===== src/rtl/ps2_pkg.sv =====
`default_nettype none
// ============================================================================
// Module   : ps2_pkg
// Purpose  : Shared types and constants for the PS/2 receive path and the
//            downstream scancode assembler.
// Revision : 1.0  initial release
// ============================================================================
package ps2_pkg;

  // Receive frame FSM states
  typedef enum logic [1:0] {
    IDLE  = 2'd0,
    SHIFT = 2'd1,
    CHECK = 2'd2
  } rx_state_t;

  // start + 8 data + parity + stop
  localparam int FRAME_BITS = 11;

  // Scancode prefixes shared with the keyboard assembler
  localparam logic [7:0] SC_EXTEND = 8'hE0;
  localparam logic [7:0] SC_BREAK  = 8'hF0;

endpackage : ps2_pkg
`default_nettype wire


===== src/rtl/sync_fifo.sv =====
`default_nettype none
// ============================================================================
// Module   : sync_fifo
// Purpose  : Single-clock FIFO with extra-MSB pointers. Head is read
//            combinationally from registered state. A push while full is
//            accepted only when a pop frees the slot in the same cycle.
//            DEPTH must be a power of two, at least 2.
// Revision : 1.0  initial release
// ============================================================================
module sync_fifo #(
  parameter int DEPTH = 8,
  parameter int WIDTH = 8
) (
  input  logic             clk,
  input  logic             clrn,
  input  logic             push_i,
  input  logic [WIDTH-1:0] wdata_i,
  input  logic             pop_i,
  output logic             full_o,
  output logic             empty_o,
  output logic [WIDTH-1:0] head_o
);

  localparam int AW = $clog2(DEPTH);

  logic [AW:0]      wp_q, wp_d;
  logic [AW:0]      rp_q, rp_d;
  logic [WIDTH-1:0] mem_q [DEPTH];
  logic             do_push;
  logic             do_pop;

  assign empty_o = (wp_q == rp_q);
  assign full_o  = (wp_q[AW] != rp_q[AW]) && (wp_q[AW-1:0] == rp_q[AW-1:0]);
  assign head_o  = mem_q[rp_q[AW-1:0]];

  // Pops on empty are ignored; a pop makes room for a same-cycle push when full
  assign do_pop  = pop_i && !empty_o;
  assign do_push = push_i && (!full_o || do_pop);

  // Pointer next-state
  always_comb begin
    wp_d = wp_q;
    rp_d = rp_q;
    if (do_push) wp_d = wp_q + 1'b1;
    if (do_pop)  rp_d = rp_q + 1'b1;
  end

  // Pointer and storage registers; storage cleared so head reads 0 after reset
  always_ff @(posedge clk or negedge clrn) begin
    if (!clrn) begin
      wp_q <= '0;
      rp_q <= '0;
      for (int i = 0; i < DEPTH; i++) mem_q[i] <= '0;
    end else begin
      wp_q <= wp_d;
      rp_q <= rp_d;
      if (do_push) mem_q[wp_q[AW-1:0]] <= wdata_i;
    end
  end

endmodule : sync_fifo
`default_nettype wire


===== src/rtl/ps2_rx_fifo.sv =====
`default_nettype none
// ============================================================================
// Module   : ps2_rx_fifo
// Purpose  : PS/2 device-to-host receiver. Synchronises the raw pins,
//            deserialises 11-bit frames, checks start/stop/odd parity and
//            queues good bytes in a FIFO popped by an active-low request.
// Revision : 1.0  initial release
// ============================================================================
module ps2_rx_fifo
  import ps2_pkg::*;
#(
  parameter int DEPTH          = 8,
  parameter int SYNC_STAGES    = 3,
  parameter int TIMEOUT_CYCLES = 100000
) (
  input  logic       clk,
  input  logic       clrn,
  input  logic       ps2_clk,
  input  logic       ps2_data,
  output logic [7:0] data,
  output logic       ready,
  input  logic       nextdata_n,
  output logic       overflow,
  output logic       frame_err
);

  localparam int LAST  = SYNC_STAGES - 1;
  localparam int TMO_W = (TIMEOUT_CYCLES > 1) ? $clog2(TIMEOUT_CYCLES) : 1;

  logic [SYNC_STAGES-1:0] clk_sync_q;
  logic [SYNC_STAGES-1:0] data_sync_q;
  logic                   ps2_fall;
  logic                   ps2_din;

  rx_state_t              state_q, state_d;
  logic [3:0]             bit_cnt_q, bit_cnt_d;
  logic [9:0]             shift_q, shift_d;
  logic                   stop_q, stop_d;
  logic [TMO_W-1:0]       tmo_q, tmo_d;
  logic                   overflow_q, overflow_d;

  logic                   tmo_expired;
  logic                   frame_good;
  logic                   push;
  logic                   pop_req;
  logic                   fifo_full;
  logic                   fifo_empty;

  // Pin synchronisers; bit 0 is the newest sample, idle line level is 1
  always_ff @(posedge clk or negedge clrn) begin
    if (!clrn) begin
      clk_sync_q  <= '1;
      data_sync_q <= '1;
    end else begin
      clk_sync_q  <= {clk_sync_q[SYNC_STAGES-2:0], ps2_clk};
      data_sync_q <= {data_sync_q[SYNC_STAGES-2:0], ps2_data};
    end
  end

  assign ps2_fall = !clk_sync_q[LAST-1] && clk_sync_q[LAST];
  assign ps2_din  = data_sync_q[LAST];

  // A partial frame is abandoned after a long gap between PS/2 clock edges
  assign tmo_expired = (state_q == SHIFT) && !ps2_fall &&
                       (tmo_q == TMO_W'(TIMEOUT_CYCLES - 1));

  // shift_q[0]=start, shift_q[8:1]=D0..D7, shift_q[9]=parity
  assign frame_good = !shift_q[0] && stop_q && (^shift_q[9:1]);

  // Frame FSM state register
  always_ff @(posedge clk or negedge clrn) begin
    if (!clrn) begin
      state_q    <= IDLE;
      bit_cnt_q  <= '0;
      shift_q    <= '0;
      stop_q     <= 1'b0;
      tmo_q      <= '0;
      overflow_q <= 1'b0;
    end else begin
      state_q    <= state_d;
      bit_cnt_q  <= bit_cnt_d;
      shift_q    <= shift_d;
      stop_q     <= stop_d;
      tmo_q      <= tmo_d;
      overflow_q <= overflow_d;
    end
  end

  // Frame FSM next-state: shift bits on falling edges, watch for timeout
  always_comb begin
    state_d   = state_q;
    bit_cnt_d = bit_cnt_q;
    shift_d   = shift_q;
    stop_d    = stop_q;
    tmo_d     = '0;
    case (state_q)
      IDLE: begin
        bit_cnt_d = '0;
        if (ps2_fall && !ps2_din) begin
          state_d   = SHIFT;
          bit_cnt_d = 4'd1;
          shift_d   = {ps2_din, shift_q[9:1]};
        end
      end
      SHIFT: begin
        if (ps2_fall) begin
          if (bit_cnt_q == 4'(FRAME_BITS - 1)) begin
            stop_d  = ps2_din;
            state_d = CHECK;
          end else begin
            shift_d   = {ps2_din, shift_q[9:1]};
            bit_cnt_d = bit_cnt_q + 4'd1;
          end
        end else if (tmo_expired) begin
          state_d   = IDLE;
          bit_cnt_d = '0;
        end else begin
          tmo_d = tmo_q + 1'b1;
        end
      end
      CHECK: begin
        state_d   = IDLE;
        bit_cnt_d = '0;
      end
      default: begin
        state_d   = IDLE;
        bit_cnt_d = '0;
      end
    endcase
  end

  // Frame FSM outputs: push good bytes, flag bad frames and timeouts
  always_comb begin
    push      = (state_q == CHECK) && frame_good;
    frame_err = ((state_q == CHECK) && !frame_good) || tmo_expired;
  end

  assign pop_req = !nextdata_n;

  // Overflow is sticky; a full-FIFO push is only lost if no pop frees a slot
  always_comb begin
    overflow_d = overflow_q;
    if (push && fifo_full && !(pop_req && !fifo_empty)) overflow_d = 1'b1;
  end

  sync_fifo #(
    .DEPTH (DEPTH),
    .WIDTH (8)
  ) u_fifo (
    .clk     (clk),
    .clrn    (clrn),
    .push_i  (push),
    .wdata_i (shift_q[8:1]),
    .pop_i   (pop_req),
    .full_o  (fifo_full),
    .empty_o (fifo_empty),
    .head_o  (data)
  );

  assign ready    = !fifo_empty;
  assign overflow = overflow_q;

endmodule : ps2_rx_fifo
`default_nettype wire


===== config.mk =====
export PLATFORM = sky130hd
export DESIGN_NAME = ps2_rx_fifo
export DESIGN_NICKNAME = d
export VERILOG_FILES = /design/src/rtl/ps2_pkg.sv /design/src/rtl/sync_fifo.sv /design/src/rtl/ps2_rx_fifo.sv
export SDC_FILE = /design/constraint.sdc
export NUM_CORES = 1
export LEC_CHECK = 0
export ABC_AREA = 1
export CORE_MARGIN = 3
export CORE_UTILIZATION = 40
export CTS_CLUSTER_SIZE = 25
export DETAILED_ROUTE_END_ITERATION = 8
export PLACE_DENSITY = 0.66
export SLEW_MARGIN = 20
export SYNTH_ARGS = -nofsm -noshare
export SYNTH_HDL_FRONTEND = slang
export SYNTH_SLANG_ARGS = --single-unit

===== constraint.sdc =====
create_clock -name clk -period 3.1 [get_ports clk]
set_input_delay 0.62 -clock clk [delete_from_list [all_inputs] [get_ports clk]]
set_output_delay 0.62 -clock clk [all_outputs]
set_load 0.1 [all_outputs]

Word level (Yosys, flattened, before mapping)
Cells that the tools add are included.
{"block": "op_classes", "bitwise": 2, "mux": 23, "reduce_logical": 32, "n_lt_le_gt_ge": 3, "eq_ne": 13, "n_addsub": 4}
{"cell": "$bwmux 64", "n": 1}
{"cell": "$mux 17", "n": 3}
{"cell": "$mux 10", "n": 3}
{"cell": "$bmux 8 s3", "n": 1}
{"cell": "$demux 8 s3", "n": 1}
{"cell": "$mux 8", "n": 3}
{"cell": "$pmux 10 s2", "n": 1}
{"cell": "$add 17x1->17 const B", "n": 1}
{"cell": "$eq 17x17->1 const B", "n": 1}
{"cell": "$logic_and 1x1->1", "n": 14}
{"cell": "$add 4x1->4 const B", "n": 3}
{"cell": "$mux 4", "n": 3}
{"cell": "$logic_not 1->1", "n": 9}
{"cell": "$reduce_xor 9->1", "n": 1}
{"cell": "$ge 4x4->1 const B", "n": 2}
{"cell": "$mux 2", "n": 4}
{"cell": "$not 3->4", "n": 2}
{"cell": "$pmux 4 s2", "n": 1}
{"cell": "$ne 2x2->1 const B", "n": 3}
{"cell": "$ne 3x3->1 const B", "n": 2}
{"cell": "$reduce_and 3->1", "n": 2}
{"cell": "$eq 4x4->1", "n": 1}
{"cell": "$eq 4x4->1 const B", "n": 1}
{"cell": "$lt 4x1->1 const B", "n": 1}
{"cell": "12 further kinds", "n": 13}
{"block": "word_totals", "inputBits": 5, "register_bits": 113, "elab_cells": 95}

Longest topological paths before layout
{"block": "depth", "word_depth": 8, "depth_mapped": 15}

Modules after synthesis
Synthesis repeated with hierarchy kept, for this count alone.
{"block": "unflattened", "hier_cells": 725, "hier_area_um2": 6034.5}
{"mod": "sync_fifo", "cells_each": 472, "area_each_um2": 3940.0, "instances": 1}
{"mod": "ps2_rx_fifo", "cells_each": 253, "area_each_um2": 2094.5, "instances": 1}

Worst setup path after synthesis
Ideal clock, no wire load.
{"block": "synth_path", "path_type": "register to output", "from": "register tmo_q[0]", "to": "output frame_err", "t_arrival_ns": 3.190, "path_stages_with_launch": 6, "setup_slack_ns": -0.710, "path_cell_list": "dfrtp_1 -> ha_1 -> nand3_1 -> nor2_1 -> nand3_1 -> o31ai_1"}
{"block": "synth_between", "elab_chain_len": 3}
{"element": "start: declaration", "line_no": "ps2_rx_fifo.sv:39", "text": "logic [TMO_W-1:0] tmo_q, tmo_d;"}
{"element": "start signal: assignment", "line_no": "ps2_rx_fifo.sv:84", "text": "tmo_q <= tmo_d;"}
{"element": "$eq 17x17->1", "line_no": "ps2_rx_fifo.sv:65", "text": "(tmo_q == TMO_W'(TIMEOUT_CYCLES - 1));"}
{"element": "$logic_and 1x1->1", "line_no": "ps2_rx_fifo.sv:64", "text": "assign tmo_expired = (state_q == SHIFT) && !ps2_fall &&"}
{"element": "$logic_or 1x1->1", "line_no": "ps2_rx_fifo.sv:135", "text": "frame_err = ((state_q == CHECK) && !frame_good) || tmo_expired;"}
{"element": "end: declaration", "line_no": "ps2_rx_fifo.sv:24", "text": "output logic frame_err"}
No other way between the ends.

Worst setup path after layout
{"block": "layout_path", "from": "register u_fifo.rp_q[1]", "to": "output data[5]"}
{"block": "layout_between", "elab_chain_len": 4}
{"element": "start: declaration", "line_no": "sync_fifo.sv:27", "text": "logic [AW:0] rp_q, rp_d;"}
{"element": "start signal: assignment", "line_no": "sync_fifo.sv:56", "text": "rp_q <= rp_d;"}
{"element": "$not 3->4 (implied by the code)", "line_no": "sync_fifo.sv:34", "text": "assign head_o = mem_q[rp_q[AW-1:0]];"}
{"element": "$bmux 8 s3", "line_no": "sync_fifo.sv:34"}
{"element": "$mux 8 (implied by the code) (2 in a row)", "line_no": "sync_fifo.sv:34"}
{"element": "end: declaration", "line_no": "ps2_rx_fifo.sv:20", "text": "output logic [7:0] data,"}
No other way between the ends. The select of a mux whose other input is x is not followed.

==> run metrics <==
initial antenna violation count=0; syn_nets=751; wire length per cell=14.7 µm; HP Class=in2async; H-tree depth=4; Setup Crit Path Kind=reg2out; final setup vio count=0; Clock Path Buffers=2; # DRC=0; post-cts sizing count=0; worst-path fanout max=26; crit path capture type=output port; Async S/R FF share, synth=100%; Worst setup SP type=flip-flop; global-route wire length before repair=23800 µm; final non-filler cell total=952; fin crit period=2880 ps; Hold-fix buffers, CTS=0; Top delay family on crit path=compound AO/OA/AOI/OAI gates; antenna viol nets, final=0; routability cong.=0.873; Pre-Repair DR Iteration Count=5; Tot Pwr=6000 µW; num rows=44; die width=128 µm; clock tree from TritonCTS=done; cell count after synthesis=741; gr usage total=18.4%; Seq/Total Area, Yosys=47.3%; layout cells sized above 1=12.0%; RSZ-0062 raised after global routing=yes; Die H=128 µm; Util after Layout=48.8%; Post-Route Setup TNS=0 ps; most frequent cells after synthesis=145 x nand2_1, 109 x inv_1, 107 x dfrtp_1, 83 x nand3_1, 65 x o21bai_1; Synth Area per Inst=8.09 µm²; CP Data Required Time=2480 ps; number of synthesized flops with an enable pin=0; peak supply drop=0.000469 V; grt ovf=0; Inst Count DP=920; Relative slew margins=51.2%; IO Pins=16; Vias/cell=5.06; drt initial violations=370; Final Hold Viols=0; post-route cell area=7120 µm²; critical path arrival=2260 ps; Die ar.=16500 µm²; clock-pin slew on the worst setup and hold paths=50 ps; n_diodes=0; Vias=4816; Peak Freq=347 MHz; vias in the first global route=4669; root buf cell=clkbuf_16; Post-Route WL=14000 µm; Final Slew Violations=0; maximum number of pins on one net before global-route repair=68; Initial Util=41.1%; top-area cell type share of the netlist area=44.7%; most common cell in the netlist=nand2_1; clk_skew=7.15 ps; DPL Wire Length=9140 µm; worst path cell trace=inv_1 > a21oi_1 > o21ai_0 > a31oi_1 > buf_12; synth unique cells=39; fin crit share=93.0%; Worst-Margin Slew=731 ps; DP Area=6460 µm²; Max-Cap Viols=0; core area=14600 µm²; Worst path slowest cell=dfrtp_1; Clk Latency, worst-skew pair=420 ps; slowest stage delay, CP=530 ps; IO Port Bufs=15; Area Overhead vs Synth=18.7%; synthesized flop and latch total=113; Synth area leaders=dfrtp_1 45%, nand2_1 9.1%, o21bai_1 8.1%; P_leak=0.00324 µW; # nets final=765; synthesized area=5990 µm²; Yosys top cell by area=dfrtp_1; TritonCTS buffer count=17; Pwr Density=842 nW/µm²; outcome=finished clean; Post-synth top flop=dfrtp_1; clk sinks=113; Ys Warns=0; worst path bufs/invs=2
## area by class of cell
type,count,area (µm²)
Clock inverter,10,180
Timing Repair Buffer,34,413
Clock buffer,22,474
Fill cell,1347,7470
Sequential cell,113,2840
Tap cell,184,230
Multi-Input combinational cell,471,2540
Inverter,118,443
## worst register-to-register path, stage by stage, from the launching register on
cell,delay (ps)
dfrtp_1,530
inv_1,410
nand2_1,160
nand4_1,100
nor2_1,130
nand3_1,250
nand4_2,210
buf_4,460
o21bai_1,160
nand2_1,80
## cell usage in the layout, fill, tap and decap left out, types with 2 or more instances in the layout
master and instances:
a21oi_1 34, a221oi_1 8, a31oi_2 7, buf_12 12
buf_4 19, bufinv_16 5, clkbuf_1 2, clkbuf_16 17
clkbuf_8 3, clkdlybuf4s50_1 3, clkinv_2 3, clkinvlp_4 2
dfrtp_1 107, dfstp_2 6, ha_1 5, inv_1 109
inv_2 8, nand2_1 145, nand3_1 83, nand4_1 2
nor2_1 35, nor3_1 13, nor3_2 3, o21ai_0 38
o21ai_1 2, o21bai_1 65, o31ai_1 2, xnor2_1 3
xor2_1 11
## registers in the layout, indices dropped and copies added (netlist names)
register      flops
bit_cnt_q         4
u_fifo.rp_q       4
overflow          1
tmo_q            17
state_q           2
clk_sync_q        3
shift_q          10
stop_q            1
u_fifo.wp_q       4
u_fifo.mem_q     64
data_sync_q       3
## report_power, final
group / internal [µW] / total [µW] / switching (µW)
Combinational: 639 / 2040 / 1400
Clock: 1480 / 2150 / 668
Sequential: 1580 / 1800 / 219
Total: 3700 / 6000 / 2290
## through the flow
stage	hold slack (ps)	setup slack, ps
2_1_floorplan	324	-123
3_3_place_gp	346	672
3_5_place_dp	347	634
4_1_cts	115	228
5_1_grt	128	-8.64
6_report	114	216
## per-layer routing
metal	track usage (%)	vias to the layer above	share of wire (%)
met4	9.11	0	3.2
met2	28.0	101	46
li1	-	2442	-
met3	3.69	34	4.1
met5	0	-	0
met1	25.0	2239	47
## worst paths after layout
| check | from | end | slack (ps) | depth (start not counted) |
|---|---|---|---|---|
| min reg2reg | data_sync_q[0] | data_sync_q[1] | 350 | 0 |
| max in group asynchronous | clrn | clk_sync_q[2] | 2220 | 2 |
| min | clrn | u_fifo.mem_q[33] | 110 | 1 |
| max reg2reg | u_fifo.rp_q[1] | u_fifo.mem_q[46] | 560 | 9 |
| max | u_fifo.rp_q[1] | data[5] | 220 | 5 |
| min in group clk | data_sync_q[0] | data_sync_q[1] | 350 | 0 |
## cells by family (layout without fill, tap and decap cells)
kind of cell | Yosys count | count (layout) | share of synthesized area, %
DFF | 113 | 113 | 47.3
adders and majority gates | 5 | 5 | 1.04
xor gates and xnor gates | 14 | 14 | 2.05
and+or+nand+nor | 287 | 287 | 20.9
AOI/OAI and AO/OA | 165 | 165 | 17.6
buffers and inverters | 157 | 184 | 11.1
## repair_timing
action,4_1_cts,5_1_grt
endpoints found under the setup margin,0,1
buffers inserted,0,0
hold endpoints to repair,0,0
No activity file was read; power rests on OpenSTA's default activity.
